`src/rtl/cond_pkg.sv`:
```
// Shared definitions for the condition/status unit: condition code values,
// NZCV flag bit positions and the predication-state field widths.
package cond_pkg;

    localparam logic [3:0] COND_EQ = 4'b0000;
    localparam logic [3:0] COND_NE = 4'b0001;
    localparam logic [3:0] COND_CS = 4'b0010;
    localparam logic [3:0] COND_CC = 4'b0011;
    localparam logic [3:0] COND_MI = 4'b0100;
    localparam logic [3:0] COND_PL = 4'b0101;
    localparam logic [3:0] COND_VS = 4'b0110;
    localparam logic [3:0] COND_VC = 4'b0111;
    localparam logic [3:0] COND_HI = 4'b1000;
    localparam logic [3:0] COND_LS = 4'b1001;
    localparam logic [3:0] COND_GE = 4'b1010;
    localparam logic [3:0] COND_LT = 4'b1011;
    localparam logic [3:0] COND_GT = 4'b1100;
    localparam logic [3:0] COND_LE = 4'b1101;
    localparam logic [3:0] COND_AL = 4'b1110;
    localparam logic [3:0] COND_NV = 4'b1111;

    localparam int FLAG_N = 3;
    localparam int FLAG_Z = 2;
    localparam int FLAG_C = 1;
    localparam int FLAG_V = 0;

    localparam int IT_COND_W  = 4;
    localparam int IT_MASK_W  = 4;
    localparam int IT_STATE_W = IT_COND_W + IT_MASK_W;

endpackage

```
`src/rtl/cond_eval.sv`:
```
// Combinational evaluation of one 4-bit condition code against NZCV flags.
// Every code, including NV, resolves to a defined 0/1.
module cond_eval
    import cond_pkg::*;
(
    input  logic [3:0] code,
    input  logic [3:0] flags,
    output logic       pass
);

    logic n;
    logic z;
    logic c;
    logic v;

    assign n = flags[FLAG_N];
    assign z = flags[FLAG_Z];
    assign c = flags[FLAG_C];
    assign v = flags[FLAG_V];

    // Decode the condition code into its pass/fail result.
    always_comb begin
        pass = 1'b0;
        case (code)
            COND_EQ: pass = z;
            COND_NE: pass = ~z;
            COND_CS: pass = c;
            COND_CC: pass = ~c;
            COND_MI: pass = n;
            COND_PL: pass = ~n;
            COND_VS: pass = v;
            COND_VC: pass = ~v;
            COND_HI: pass = c & ~z;
            COND_LS: pass = ~c | z;
            COND_GE: pass = (n == v);
            COND_LT: pass = (n != v);
            COND_GT: pass = ~z & (n == v);
            COND_LE: pass = z | (n != v);
            COND_AL: pass = 1'b1;
            COND_NV: pass = 1'b0;
            default: pass = 1'b0;
        endcase
    end

endmodule

```
`src/rtl/cond_status_unit.sv`:
```
// NZCV status register with same-cycle write forwarding, NUM_CH parallel
// condition lanes, and an IT-style predication sequencer driving lane 0.
module cond_status_unit
    import cond_pkg::*;
#(
    parameter int NUM_CH  = 2,
    parameter bit REG_OUT = 1'b1,
    parameter bit IT_EN   = 1'b1
) (
    input  logic                  clk,
    input  logic                  rst,
    input  logic                  status_we,
    input  logic [3:0]            status_in,
    output logic [3:0]            status_q,
    input  logic [4*NUM_CH-1:0]   cond_in,
    input  logic [NUM_CH-1:0]     cond_valid_in,
    output logic [NUM_CH-1:0]     cond_out,
    output logic [NUM_CH-1:0]     cond_valid_out,
    input  logic                  it_start,
    input  logic [3:0]            it_firstcond,
    input  logic [3:0]            it_mask,
    input  logic                  it_adv,
    output logic                  it_active,
    output logic [3:0]            it_cond,
    output logic                  it_err
);

    logic [3:0]        status_d;
    logic [3:0]        eval_flags;
    logic [3:0]        lane_code [NUM_CH];
    logic [NUM_CH-1:0] lane_pass;
    logic [NUM_CH-1:0] cond_out_d;
    logic [NUM_CH-1:0] cond_valid_out_d;

    // Next status value and the flags lanes see: a write in flight wins.
    always_comb begin
        status_d   = status_we ? status_in : status_q;
        eval_flags = status_d;
    end

    // Architectural status register.
    always_ff @(posedge clk) begin
        if (rst) status_q <= 4'b0000;
        else     status_q <= status_d;
    end

    generate
        if (IT_EN) begin : g_it
            logic [IT_STATE_W-1:0] itstate_d;
            logic [IT_STATE_W-1:0] itstate_q;
            logic                  it_err_d;
            logic                  it_err_q;
            logic                  active_now;

            assign active_now = (itstate_q[IT_MASK_W-1:0] != '0);

            // Sequencer next state: advance consumes the block, starts only load when idle.
            always_comb begin
                itstate_d = itstate_q;
                it_err_d  = 1'b0;
                if (active_now) begin
                    if (it_adv) begin
                        if (itstate_q[2:0] == 3'b000) itstate_d = '0;
                        else itstate_d = {itstate_q[7:5], itstate_q[3:0], 1'b0};
                    end
                    if (it_start) it_err_d = 1'b1;
                end else if (it_start) begin
                    if (it_mask != 4'b0000) itstate_d = {it_firstcond, it_mask};
                    else                    it_err_d  = 1'b1;
                end
            end

            // Predication state and error pulse registers.
            always_ff @(posedge clk) begin
                if (rst) begin
                    itstate_q <= '0;
                    it_err_q  <= 1'b0;
                end else begin
                    itstate_q <= itstate_d;
                    it_err_q  <= it_err_d;
                end
            end

            assign it_active = active_now;
            assign it_cond   = itstate_q[IT_STATE_W-1 -: IT_COND_W];
            assign it_err    = it_err_q;
        end else begin : g_no_it
            assign it_active = 1'b0;
            assign it_cond   = COND_AL;
            assign it_err    = 1'b0;
        end
    endgenerate

    genvar g;
    generate
        for (g = 0; g < NUM_CH; g++) begin : g_lane
            if (g == 0) begin : g_lane0
                assign lane_code[g] = (IT_EN && it_active) ? it_cond : cond_in[3:0];
            end else begin : g_lanen
                assign lane_code[g] = cond_in[4*g +: 4];
            end
            cond_eval u_eval (
                .code  (lane_code[g]),
                .flags (eval_flags),
                .pass  (lane_pass[g])
            );
        end
    endgenerate

    // Lane results are suppressed for lanes without a request.
    always_comb begin
        cond_out_d       = lane_pass & cond_valid_in;
        cond_valid_out_d = cond_valid_in;
    end

    generate
        if (REG_OUT) begin : g_reg_out
            logic [NUM_CH-1:0] cond_out_q;
            logic [NUM_CH-1:0] cond_valid_out_q;

            // One-cycle output stage capturing the request-cycle result.
            always_ff @(posedge clk) begin
                if (rst) begin
                    cond_out_q       <= '0;
                    cond_valid_out_q <= '0;
                end else begin
                    cond_out_q       <= cond_out_d;
                    cond_valid_out_q <= cond_valid_out_d;
                end
            end

            assign cond_out       = cond_out_q;
            assign cond_valid_out = cond_valid_out_q;
        end else begin : g_comb_out
            assign cond_out       = cond_out_d;
            assign cond_valid_out = cond_valid_out_d;
        end
    endgenerate

endmodule
```
`config.mk`:
```
export PLATFORM = sky130hd
export DESIGN_NAME = cond_status_unit
export DESIGN_NICKNAME = d
export VERILOG_FILES = /design/src/rtl/cond_pkg.sv /design/src/rtl/cond_eval.sv /design/src/rtl/cond_status_unit.sv
export SDC_FILE = /design/constraint.sdc
export NUM_CORES = 1
export LEC_CHECK = 0
export ABC_AREA = 1
export CORE_AREA = 2 2 58 60
export CTS_CLUSTER_DIAMETER = 80
export DETAILED_ROUTE_END_ITERATION = 12
export DIE_AREA = 0 0 60 62
export PLACE_DENSITY = 0.84
export SKIP_LAST_GASP = 1
export SYNTH_ARGS = -nofsm -noshare
export SYNTH_HDL_FRONTEND = slang
export SYNTH_SLANG_ARGS = --single-unit
```
`constraint.sdc`:
```
create_clock -name clk -period 1.48 [get_ports clk]
set_clock_uncertainty 0.1 [all_clocks]
set_input_delay 0.222 -clock clk [delete_from_list [all_inputs] [get_ports clk]]
set_output_delay 0.222 -clock clk [all_outputs]
set_load 0.02 [all_outputs]
```
# Word level (Yosys, flattened, before mapping)
# Index checks and enable logic that the tools add are counted.
op_classes:
  eq_ne: 34
  mux: 13
  n_bitwise: 9
  reduce_logical: 9
op_table:
  columns: ["operator", "n"]
  rows:
  - ["4-bit == test (second input constant)", 16]
  - ["8-bit two-way mux", 5]
  - ["4-bit by 3-bit == test with 1-bit output (second input constant)", 8]
  - ["1-bit one-hot mux with 16 select lines", 2]
  - ["4-bit by 2-bit == test with 1-bit output (second input constant)", 4]
  - ["4-bit by 1-bit == test with 1-bit output (second input constant)", 2]
  - ["4-bit zero test", 2]
  - ["4-bit two-way mux", 2]
  - ["4-bit nonzero test", 2]
  - ["1-bit two-way mux", 4]
  - ["1-bit NOT", 4]
  - ["4-bit AND reduction", 1]
  - ["2-bit nonzero test", 2]
  - ["3-bit zero test", 1]
  - ["3-bit AND reduction", 1]
  - ["1-bit bitwise AND", 2]
  - ["2-bit bitwise AND", 1]
  - ["2-bit by 1-bit inequality test with 1-bit output (second input constant)", 1]
  - ["2-bit inequality test (second input constant)", 1]
  - ["1-bit OR", 2]
  - ["1-bit == test", 1]
  - ["1-bit inequality test", 1]
word_totals:
  ff_bits: 17
  in_bits: 27
  output_inout_bits: 14
  elab_cells: 71

# Depth between registers and ports, before layout
# Gate-level depths: netlist (run 1).
depth:
  word_depth: 5
  depth_mapped: 14
  depth_no_buf: 13

# Hierarchy
# Synthesis (run 1) repeated with hierarchy kept, for this count alone.
unflattened:
  hier_cells: 218
  hier_area_um2: 1271.2
by_module_without_submodules:
  columns: ["module", "instances", "cells_per_inst", "area_per_inst_um2", "seq_area_each_um2"]
  rows:
  - ["cond_status_unit", 1, 128, 860.8, 340.3]
  - ["cond_eval", 2, 45, 205.2, 0.0]

# Least setup slack after synthesis (run 1)
# Ideal clock, no wire load.
synth_timing:
  path_kind: "flip-flop to flip-flop"
  startpoint: "reg g_it.itstate_q[2]"
  endpoint: "reg g_reg_out.cond_out_q[0] (netlist: cond_out[0])"
  setup_ns: 0.117
  arrival_time_ns: 1.266
  required_time_ns: 1.263
  slack_ns: -0.003
  path_stages_with_launch: 14
  n_path_buf: 1
  synth_period_minus_slack_ns: 1.483
  path_cell_list: "dfxtp_1 nor2_2 nand2_4 buf_6 nand2_1 nand2_1 nand2_1 nand2_1 nand2_1 nand2_1 nand2_1 nand2_1 nor2_1 nor2_1"
synth_via:
  elab_chain_len: 5
  elab_cells_between_ends: 20
  classes_between: "eq/ne: 15; mux: 2; bitwise: 1; reduce/logical: 2"
synth_rtl:
  columns: ["item", "line", "source"]
  rows:
  - ["start, declared", "cond_status_unit.sv:50", "logic [IT_STATE_W-1:0] itstate_q;"]
  - ["start signal, assigned", "cond_status_unit.sv:79", "itstate_q <= itstate_d;"]
  - ["4-bit nonzero test *", "cond_status_unit.sv:55", "assign active_now = (itstate_q[IT_MASK_W-1:0] != '0);"]
  - ["named net it_active", "cond_status_unit.sv:23", "output logic it_active,"]
  - ["4-bit two-way mux *", "cond_status_unit.sv:98", "assign lane_code[g] = (IT_EN && it_active) ? it_cond : cond_in[3:0];"]
  - ["4-bit == test, or another cell as far along", "cond_eval.sv:24", "case (code)"]
  - ["1-bit one-hot mux with 16 select lines *", "cond_eval.sv:24", null]
  - ["2-bit bitwise AND *", "cond_status_unit.sv:112", "cond_out_d = lane_pass & cond_valid_in;"]
  - ["end signal, assigned", "cond_status_unit.sv:127", "cond_out_q <= cond_out_d;"]
  - ["end, declared", "cond_status_unit.sv:118", "logic [NUM_CH-1:0] cond_out_q;"]
# Mark *: on every way through the listed nets, which the timed path passes. The rest lies on a longest branch.
# A chain may end at the register's enable or synchronous reset.

# Worst setup path after layout (run 1)
layout_timing:
  startpoint: "reg g_it.itstate_q[0]"
  endpoint: "reg g_reg_out.cond_out_q[0] (netlist: cond_out[0])"
layout_via:
  elab_chain_len: 5
  elab_cells_between_ends: 20
  classes_between: "eq/ne: 15; mux: 2; bitwise: 1; reduce/logical: 2"
layout_rtl:
  columns: ["item", "line"]
  rows:
  - ["4-bit nonzero test *", "cond_status_unit.sv:55"]
  - ["4-bit two-way mux *", "cond_status_unit.sv:98"]
  - ["4-bit == test, or another cell as far along", "cond_eval.sv:24"]
  - ["1-bit one-hot mux with 16 select lines *", "cond_eval.sv:24"]
  - ["2-bit bitwise AND *", "cond_status_unit.sv:112"]
# Every way passes the cells marked *; elsewhere a longest branch is shown, timed or not.

==> results.md, run 1 <==
* Post-synth top area share at 29.1%
* Synthesized flop and latch total at 17
* Final Max Tran Viols at 0
* Vias at 1415
* Register area share after synthesis at 29.1%
* Commonest cells post-synth: nand2_1, inv_1, nor2_1
* Synth unique cells at 27
* Synth area leader: dfxtp_1
* Worst-Margin Slew at 271 ps
* CP Cell Sequence: nor2_4 -> nand2_4 -> nand2_1 -> o21ai_1 -> buf_4 -> nor2_1 -> nor2_1 -> nand2_1 -> nand3_1 -> nor2_1 -> nor2_1
* CTS Buffer Depth at 2
* Hold WC Path Type: input pin to flop
* Critical-path cell with the highest stage delay: dfxtp_2
* Setup slack, reg-to-reg at -40 ps
* Setup WS pre-CTS at -499 ps
* CTS tree: done
* R2R depth at 11
* Final hold violations at 0
* RSZ-0062 raised after global routing: true
* Residual DRC at 0
* Syn-to-layout area delta at 63.3%
* Synth top area cells: dfxtp_1, nand2_1, inv_1
* Initial Util at 36.8%
* Post-synth ARST share at 0%
* 1st-iter DRT viols at 37
* Post-DR wirelength/cell at 10.4 um
* Gp weighted congestion at 0.878
* Hold Crit Start: cond_valid_in[1]
* DRT Wirelength at 3210 um
* Cell row count at 21
* Largest delay share family, worst path: simple AND/OR/NAND/NOR gates
* Worst reg2reg path endpoint: cond_out[0]
* Antenna-violating nets left at 0
* Pwr dens at 1960 mW/mm2
* Hold path cells at 3
* Reg2reg start: g_it.itstate_q[0]
* Synthesized instance count at 197
* CP max stage delay at 350 ps
* CTS Sinks at 17
* Post-layout power at 3.75 mW
* Antenna diodes at 0
* Crit path buffers/inverters at 1
* Fmax at 0.658 GHz
* Number of max-cap violations at 0
* Failing checks: setup timing
* Mean Syn Cell Area at 5.93 um2
* Most frequent cell after synthesis: nand2_1
* Hpwl dp at 2350 um
* Drt via density at 4.61
* Die Y at 62 um
* Min-Delay Endpoint: cond_valid_out[1]
* Crit. End Element: flop
* Mapped Area at 0.00117 mm2
* DR pass1 iterations at 4
* Total gr overflow at 0
* First-pass GRT wire length at 4880 um
* Worst setup margin at -38.7 ps
* Prevailing post-synth register cell: dfxtp_1
* Core footprint at 0.00318 mm2
* Full die area at 0.00372 mm2
* All-Layer GR Usage at 16.9%
* Crit-path max FO at 8
* Worst-path clk slew at 110 ps
* Vias in the first global route at 1186
* Clk_lat worst skew at 300 ps
* Final setup vio count at 5
* Crit share post-route at 103%
* Synthesized net count at 224
* Fin crit period at 1520 ps
* Worst EP required at 1590 ps
* Leak pwr at 0.974 nW
* Root buf cell: clkbuf_4
* Initial antenna violation count at 0
* Status: complete, but fails checks
* Syn. warnings at 0
* Nets at 289
* Fraction of layout cells with a size suffix above 1 at 27.2%
* Data arrival, critical path at 1630 ps
* Boundary Pins at 41
* Num CTS Buffers at 3
* Largest net degree at the start of global routing at 15
* Relative slew slack at 81.9%
* Post-synth EDFFs at 0
* Die X at 60 um
* H-Tree Depth at 1
* Worst setup SP type: flop
* Max IR drop VDD at 0.888 mV
* Crit-path most repeated cell: nor2_1
* I/O Buffers at 40
* Hold WS at 335 ps
* Crit Path Class: flop to flop
==> what timing repair did <==
item                       4_1_cts  5_1_grt
hold buffers                     0        0
resized for setup               20       45
setup buffers                    0        3
pin swaps                        1        9
setup endpoints to repair       18        9
==> where the power goes <==
part | switching [mW] | leakage (nW) | internal [mW] | total, mW
registers | 0.0987 | 0.142 | 0.607 | 0.706
logic | 1.60 | 0.814 | 1.17 | 2.77
clock network | 0.166 | 0.0177 | 0.101 | 0.267
==> layout by cell type (no fill, tap or decap), drive strengths merged, types with 3 or more instances in the layout <==
cell type,netlist,final
clkbuf,0,4
nand3,10,10
dlygate4sd2,0,13
nor2,22,22
inv,31,32
o21ai,11,11
a211oi,5,5
nand2,70,70
dfxtp,17,17
nand4,6,6
clkdlybuf4s50,0,25
a31oi,3,3
buf,7,27
nand3b,3,3
a21oi,5,5
==> metal layers <==
| metal | part of all wire (%) | vias up | track usage (%) |
|---|---|---|---|
| li1 | - | 752 | - |
| met1 | 47 | 628 | 22.7 |
| met2 | 49 | 28 | 29.2 |
| met3 | 3.2 | 7 | 1.86 |
| met4 | 1.3 | 0 | 3.81 |
| met5 | 0 | - | 0 |
==> final cells by class <==
| class | instances | area, um2 |
|---|---|---|
| clock inverter | 1 | 5.00 |
| multi-input combinational | 141 | 766 |
| fill | 281 | 1270 |
| timing repair buffer | 67 | 589 |
| clock buffer | 3 | 22.5 |
| tap | 46 | 57.6 |
| inverter | 32 | 123 |
| sequential | 17 | 345 |
==> how the worst max path moves through the flow <==
stage | depth (start not counted) | start | end
after detailed placement | 12 | status_we | cond_out[0]
after global routing | 11 | g_it.itstate_q[0] | cond_out[0]
after global placement | 11 | status_we | cond_out[0]
final | 11 | g_it.itstate_q[0] | cond_out[0]
after floorplan | 13 | g_it.itstate_q[1] | cond_out[0]
after CTS | 3 | g_it.itstate_q[1] | it_active
==> stage by stage <==
stage	util, %	cells	TNS, ps	instance area (um2)
after global placement	55.3	300	-1960	1760
after CTS	56.0	304	-127	1780
after global routing	60.0	307	-825	1910
after floorplan	-	197	0	1170
final	60.0	307	-117	1910
after detailed placement	55.3	300	-2380	1760
==> worst register-to-register path, cell delays in order (launching register included) <==
cell and delay [ps]:
dfxtp_2 350, nor2_4 140, nand2_4 110, nand2_1 100, o21ai_1 80, buf_4 150
nor2_1 90, nor2_1 40, nand2_1 50, nand3_1 70, nor2_1 100, nor2_1 40
==> cell families after synthesis <==
logic type / synth area share, %
AND/OR/NAND/NOR: 41.4
flip-flops: 29.1
AO/OA/AOI/OAI: 14.7
buffers and inverters: 14.8
==> sequential cells by signal, summed over array words and instances (netlist names) <==
register and count:
cond_out 2, cond_valid_out 2, g_it.itstate_q 8, it_err 1
status_q 4
Note: power is estimated with default switching activity, not from simulation.
==> run 2, diff against run 1 <==
- HOLD_SLACK_MARGIN: unset -> 0.03
- SLEW_MARGIN: unset -> 20
==> results of run 2 <==
Same layout as run 1: the final DEF is identical, and so are final timing and power.
==> edit 1, RTL diff (flow settings as in run 1) <==
Put one more register stage on the output `status_q`, with the module's reset. The value now appears one clock later. The other outputs are not delayed to match.
--- a/src/rtl/cond_status_unit.sv
+++ b/src/rtl/cond_status_unit.sv
@@ -25,6 +25,8 @@
     output logic                  it_err
 );
 
+    logic [3:0] status_q_s0;
+
     logic [3:0]        status_d;
     logic [3:0]        eval_flags;
     logic [3:0]        lane_code [NUM_CH];
@@ -34,14 +36,14 @@
 
     // Next status value and the flags lanes see: a write in flight wins.
     always_comb begin
-        status_d   = status_we ? status_in : status_q;
+        status_d   = status_we ? status_in : status_q_s0;
         eval_flags = status_d;
     end
 
     // Architectural status register.
     always_ff @(posedge clk) begin
-        if (rst) status_q <= 4'b0000;
-        else     status_q <= status_d;
+        if (rst) status_q_s0 <= 4'b0000;
+        else     status_q_s0 <= status_d;
     end
 
     generate
@@ -137,4 +139,12 @@
         end
     endgenerate
 
+    always_ff @(posedge clk) begin
+        if (rst) begin
+            status_q <= '0;
+        end else begin
+            status_q <= status_q_s0;
+        end
+    end
+
 endmodule
Formal check against the unedited RTL: not equivalent (Yosys sat finds a counterexample within 4 cycles, from zero or initial values and one cycle with rst high).
==> edit 1 against run 1 <==
The run still ends with negative setup slack left. Sequential share of layout area grew 2.5 points. Final cell count grew 5.2%. Global-route usage grew 5.2 points. Setup slack lost 0.11 ns. Total power grew 11%. Area after synthesis grew 11%. Routed wire length grew 22%. Cell area grew 8.1%. Sequential cell count grew 4. Critical path type unchanged. Largest power group unchanged. Highest routed layer unchanged.
==> edit 1: results (changes against run 1) <==
The tools report the met1 track demand over resource as 25.73% (+3.0 points). The number of input and output port buffers inserted is 40 (unchanged), and the total vias in the final route is 1628 (+15%). The worst hold path begins at cond_valid_in[0]. The register clock-pin slew on the reported worst setup and hold paths works out to 0.14 ns (+0.03 ns). The worst reg2reg path startpoint was g_it.itstate_q[3]$_SDFFE_PP0P_.

Worst endpoint data arrival time: 1.77 ns (+0.14 ns). In the synthesized netlist the dominant register cell turns out to be dfxtp_1. For the final worst-path setup slack, the log shows -0.1509 ns (-0.1121 ns). The met3 capacity usage during global routing was 3.520% (+1.7 points); the post-synthesis share of cell area spent on full adders, half adders and majority gates was 0% (unchanged). Setup TNS: -0.3567 ns (-0.2399 ns). The number of DRC markers in iteration 0 came out at 94 (+150%).

For hold timing, the worst endpoint is cond_valid_out[0]$_SDFF_PP0_. For the total number of nets in the final design, the log shows 305 (+5.5%). The run gives 250 (-11%) as the total of fill cells in the finished design.

In the post-synthesis netlist, the biggest area contributors are dfxtp_1, nand2_1, nor2_1. Fraction of synthesized area in multiplexers: 0% (unchanged). The reported leakage power is 0.0009886 uW (+1.5%). In the final layout, the registers with the most flip-flops are g_it.itstate_q: 8 flops, status_q: 4 flops, status_q_s0: 4 flops. The peak per-stage delay on the critical path was 0.36 ns. The global router's overall resource usage was 22.13% (+5.2 points). The routability-driven placement congestion ratio came out at 0.8910 (+1.5%). The logs give 0 (unchanged) for the number of antenna violations at the first check in global routing and 1435 (+21%) for the number of global-route vias before repair.

The logs give 39.29% (+10 points) for the met2 demand-to-capacity share in global routing and 32.50% (+3.4 points) for the sequential cell area fraction in the yosys report. The largest voltage drop on the vdd net came out at 946.5 uV (+6.6%). The final reports fail on negative setup slack. The HPWL after detailed placement came out at 2.578 mm (+9.8%). In this run the critical register-to-register path is captured at cond_out[0]$_SDFF_PP0_. The biggest fanout along the worst timing path is 4 (-4).

The share of cells above drive strength 1 is 28.16% (+0.96 points), and the sum of routed wire length over all layers is 3.918 mm (+22%). Sorting the synthesized cells by how often they occur yields nand2_1, nor2_1, inv_1. The post-synth net total was 239 (+6.7%).

The run finished, with violations left. The run gives 0 (unchanged) as the hold violation total from the final report. The final-layout worst hold slack was 0.3264 ns (-0.008837 ns); the setup violation total in the final timing report was 9 (+4).

The slowest stage of the critical path is the dfxtp_2 cell. The compound-cell area share of the yosys netlist was 12.28% (-2.4 points). The wire length of the first global-routing pass was 6.161 mm (+26%).

The number of cell instances on the worst register-to-register path came out at 11 (unchanged). The antenna diode count is 0 (unchanged), and the relative slew slack is 69.55% (-12 points). The number of unique standard cell types used by synthesis was 25 (-7.4%).

The largest net degree at the start of global routing was 14 (-1); the clock network latency to the later pin of the worst-skew pair was 0.33 ns (+0.03 ns).
[edit 1: cell count changes in the layout (fill, tap and decap cells not counted), moves of 3 or more]
| cell | run 1 | this run |
|---|---|---|
| o21ai_0 | 0 | 3 |
| nand3_1 | 7 | 10 |
| a211oi_1 | 3 | 0 |
| nor2_2 | 1 | 4 |
| dfxtp_1 | 13 | 17 |
| inv_1 | 28 | 25 |
| a21oi_1 | 4 | 1 |
| nor3_1 | 1 | 5 |
[edit 1: area by class of cell]
| type | instances | area [um^2] | share of cell area [%] |
|---|---|---|---|
| multi-input cells | 155 | 847.1 | 41.08 |
| repair buffers | 67 | 584.3 | 28.34 |
| flip-flops and latches | 21 | 425.4 | 20.63 |
| inverters | 30 | 117.6 | 5.704 |
| well taps | 46 | 57.56 | 2.791 |
| clock buffers | 3 | 22.52 | 1.092 |
| clock inverters | 1 | 7.507 | 0.3641 |
[edit 1: logic make-up (layout without fill, tap and decap cells)]
family	Yosys count	after routing
and+or+nand+nor	127	128
AOI/OAI and AO/OA	27	27
DFF	21	21
buffers and inverters	37	101
[edit 1: metal layers]
layer	vias up	part of all wire (%)
met1	742	41
met2	69	49
li1	803	-
met3	14	5.6
met5	-	0
met4	0	3.8
[edit 1: per-stage QoR]
stage | setup slack (ns) | total power (uW) | cell area (um^2) | utilization, % | instances
after global routing | -0.2877 | 4463 | 2062 | 64.86 | 323
after CTS | -0.1214 | 3838 | 2007 | 63.12 | 323
final | -0.1509 | 4173 | 2062 | 64.86 | 323
after detailed placement | -0.5243 | 3162 | 1901 | 59.78 | 316
after floorplan | 0.02881 | 2431 | 1304 | - | 212
after global placement | -0.4724 | 3112 | 1901 | 59.78 | 316
[edit 1: power by group]
part | internal [uW] | total [uW] | leakage [uW] | switching, uW
Combinational | 1230 | 3070 | 0.000800 | 1840
Sequential | 697 | 790 | 0.000174 | 93.0
Clock | 104 | 316 | 0.0000139 | 213
[edit 1: how the worst max path moves through the flow]
stage                             endpoint  slack (ns)  cells past startpoint                      startpoint
CTS                              it_active       -0.12                      3  g_it.itstate_q[1]$_SDFFE_PP0P_
global placement    cond_out[0]$_SDFF_PP0_       -0.47                     11                       status_we
detailed placement  cond_out[0]$_SDFF_PP0_       -0.52                     11                       status_we
finish              cond_out[0]$_SDFF_PP0_       -0.15                     11  g_it.itstate_q[3]$_SDFFE_PP0P_
floorplan           cond_out[0]$_SDFF_PP0_        0.03                     11  g_it.itstate_q[2]$_SDFFE_PP0P_
global route        cond_out[0]$_SDFF_PP0_       -0.29                     11  g_it.itstate_q[0]$_SDFFE_PP0P_
[edit 1: what timing repair did]
action / 4_1_cts / 5_1_grt
setup endpoints to repair: 23 / 12
pin swaps: 8 / 8
setup buffers: 2 / 0
resized for setup: 37 / 25
gates cloned: 1 / 0
==> edit 2, RTL diff (settings of run 1) <==
Without the edit above. Set the parameter `NUM_CH` to 1 (it was 2).
--- a/src/rtl/cond_status_unit.sv
+++ b/src/rtl/cond_status_unit.sv
@@ -3,7 +3,7 @@
 module cond_status_unit
     import cond_pkg::*;
 #(
-    parameter int NUM_CH  = 2,
+    parameter int NUM_CH  = 1,
     parameter bit REG_OUT = 1'b1,
     parameter bit IT_EN   = 1'b1
 ) (
Interface: changed (resized cond_in, cond_out, cond_valid_in and cond_valid_out); port bits go from 41 to 34. The function was not compared with the original's and may differ.
==> edit 2 against run 1 <==
The flow still finishes with violations (negative setup slack). Synthesized cell count down 15%. Sequential share of layout area down 0.30 points. Routed wire length down 12%. Total power up 13%. Combinational power up 19%. Count of clock-buffer cells in the layout up 1. Area after synthesis down 12%. Setup slack worse by 0.040 ns. Sequential cell count down 2. Utilization down 6.1 points. Cell area down 10%.
==> edit 2: results (changes against run 1) <==
The total vias in the final route was 1165 (-18%); the routed wirelength normalized by instance count was 10.72 um (+2.6%). The tools report the number of global-route vias before repair as 1078 (-9.1%). The largest registers in the layout are g_it.itstate_q: 8 flops, status_q: 4 flops.

The global router's overall resource usage is 15.53% (-1.4 points), and the largest voltage drop on the vdd net is 1214 uV (+37%). By area the synthesized netlist is led by dfxtp_1, nand2_1, inv_1. After synthesis, the most frequently instantiated cells are nand2_1, inv_1, nor2_1. The final reports fail on negative setup slack.

Wire length of the first global-routing pass: 4.305 mm (-12%). The CTS buffer count is 3 (unchanged). The total number of nets in the final design is 239 (-17%), and the worst endpoint data arrival time is 1.24 ns (-0.39 ns). The setup violation total in the final timing report is 8 (+3), and the number of unique standard cell types used by synthesis is 25 (-7.4%). The tools report the routability-driven placement congestion ratio as 0.7965 (-9.2%). The clock network latency to the later pin of the worst-skew pair came out at 0.30 ns (about the same). Switching part of the total power: 52.57% (+2.7 points). The share of cells above drive strength 1 was 29.63% (+2.4 points). The tools report the number of DRC markers in iteration 0 as 72 (+95%). The number of input and output port buffers inserted is 33 (-18%), and the largest net degree at the start of global routing is 10 (-5).

For the placed cell area, the log shows 0.001504 mm^2 (-15%). The post-synth net total is 190 (-15%). The post-layout instance count excluding filler cells is 262 (-15%), and the final worst-path setup slack is -0.07857 ns (-0.03983 ns). The run gives -0.2469 ns (-0.1300 ns) as the setup TNS. The run finished, with violations left. The run gives 0.0008174 uW (-16%) as the reported leakage power. The run gives -0.4102 ns (+0.08907 ns) as the worst slack after detailed placement. On the critical path the largest part of the delay comes from flip-flops. The HPWL after detailed placement is 1.999 mm (-15%).

The run gives 29.20% (+0.075 points) as the sequential cell area fraction in the yosys report. The run gives 305 (+8.5%) as the total of fill cells in the finished design. The relative slew slack was 79.57% (-2.3 points); the biggest fanout along the worst timing path was 7 (-1). The instance count of the mapped netlist came out at 168 (-15%).
edit 2: power by group through the flow:
stage / registers [uW] / logic (uW) / clock network [uW]
floorplan: 718 / 1750 / 0
global placement: 677 / 2480 / 0
detailed placement: 685 / 2530 / 0
CTS: 677 / 2740 / 252
global route: 716 / 3590 / 269
finish: 695 / 3290 / 256
edit 2: cell families (layout without fill, tap and decap cells):
group           Yosys count  count (layout)
simple gates            101             101
buf+inv                  33              81
compound gates           19              19
flops                    15              15
edit 2: cell type report:
| class | count | area [um^2] | area share (%) |
|---|---|---|---|
| multi-input cells | 120 | 755.7 | 44.06 |
| flip-flops and latches | 15 | 305.3 | 17.80 |
| inverters | 26 | 102.6 | 5.981 |
| well taps | 46 | 57.56 | 3.355 |
| clock buffers | 4 | 26.28 | 1.532 |
| repair buffers | 51 | 467.9 | 27.28 |
edit 2: tightest hold or removal path: cells and delay by family:
family / cells / cell delay [ns]
buf+inv: 2 / 0.45
simple gates: 1 / 0.04
edit 2: path summary, 6_finish.rpt:
kind | startpoint | to | slack [ns] | depth (start not counted)
setup / recovery | g_it.itstate_q[2]$_SDFFE_PP0P_ | it_active | -0.08 | 3
hold / removal | cond_valid_in | cond_valid_out$_SDFF_PP0_ | 0.35 | 3
setup reg to reg | g_it.itstate_q[2]$_SDFFE_PP0P_ | cond_out$_SDFF_PP0_ | -0.08 | 11
hold reg to reg | g_it.itstate_q[4]$_SDFFE_PP0P_ | g_it.itstate_q[4]$_SDFFE_PP0P_ | 0.44 | 2
edit 2: routing by layer:
layer	global-route usage [%]	vias up	share of wire, %
met5	0	-	0
met4	6.667	0	1.7
met3	3.727	8	6.4
met2	27.48	37	51
met1	17.90	503	41
li1	-	617	-
edit 2: timing repair:
action,in CTS,in global routing
pin swaps,7,17
resized for setup,33,32
endpoints found under the setup margin,20,10
cloned,0,0
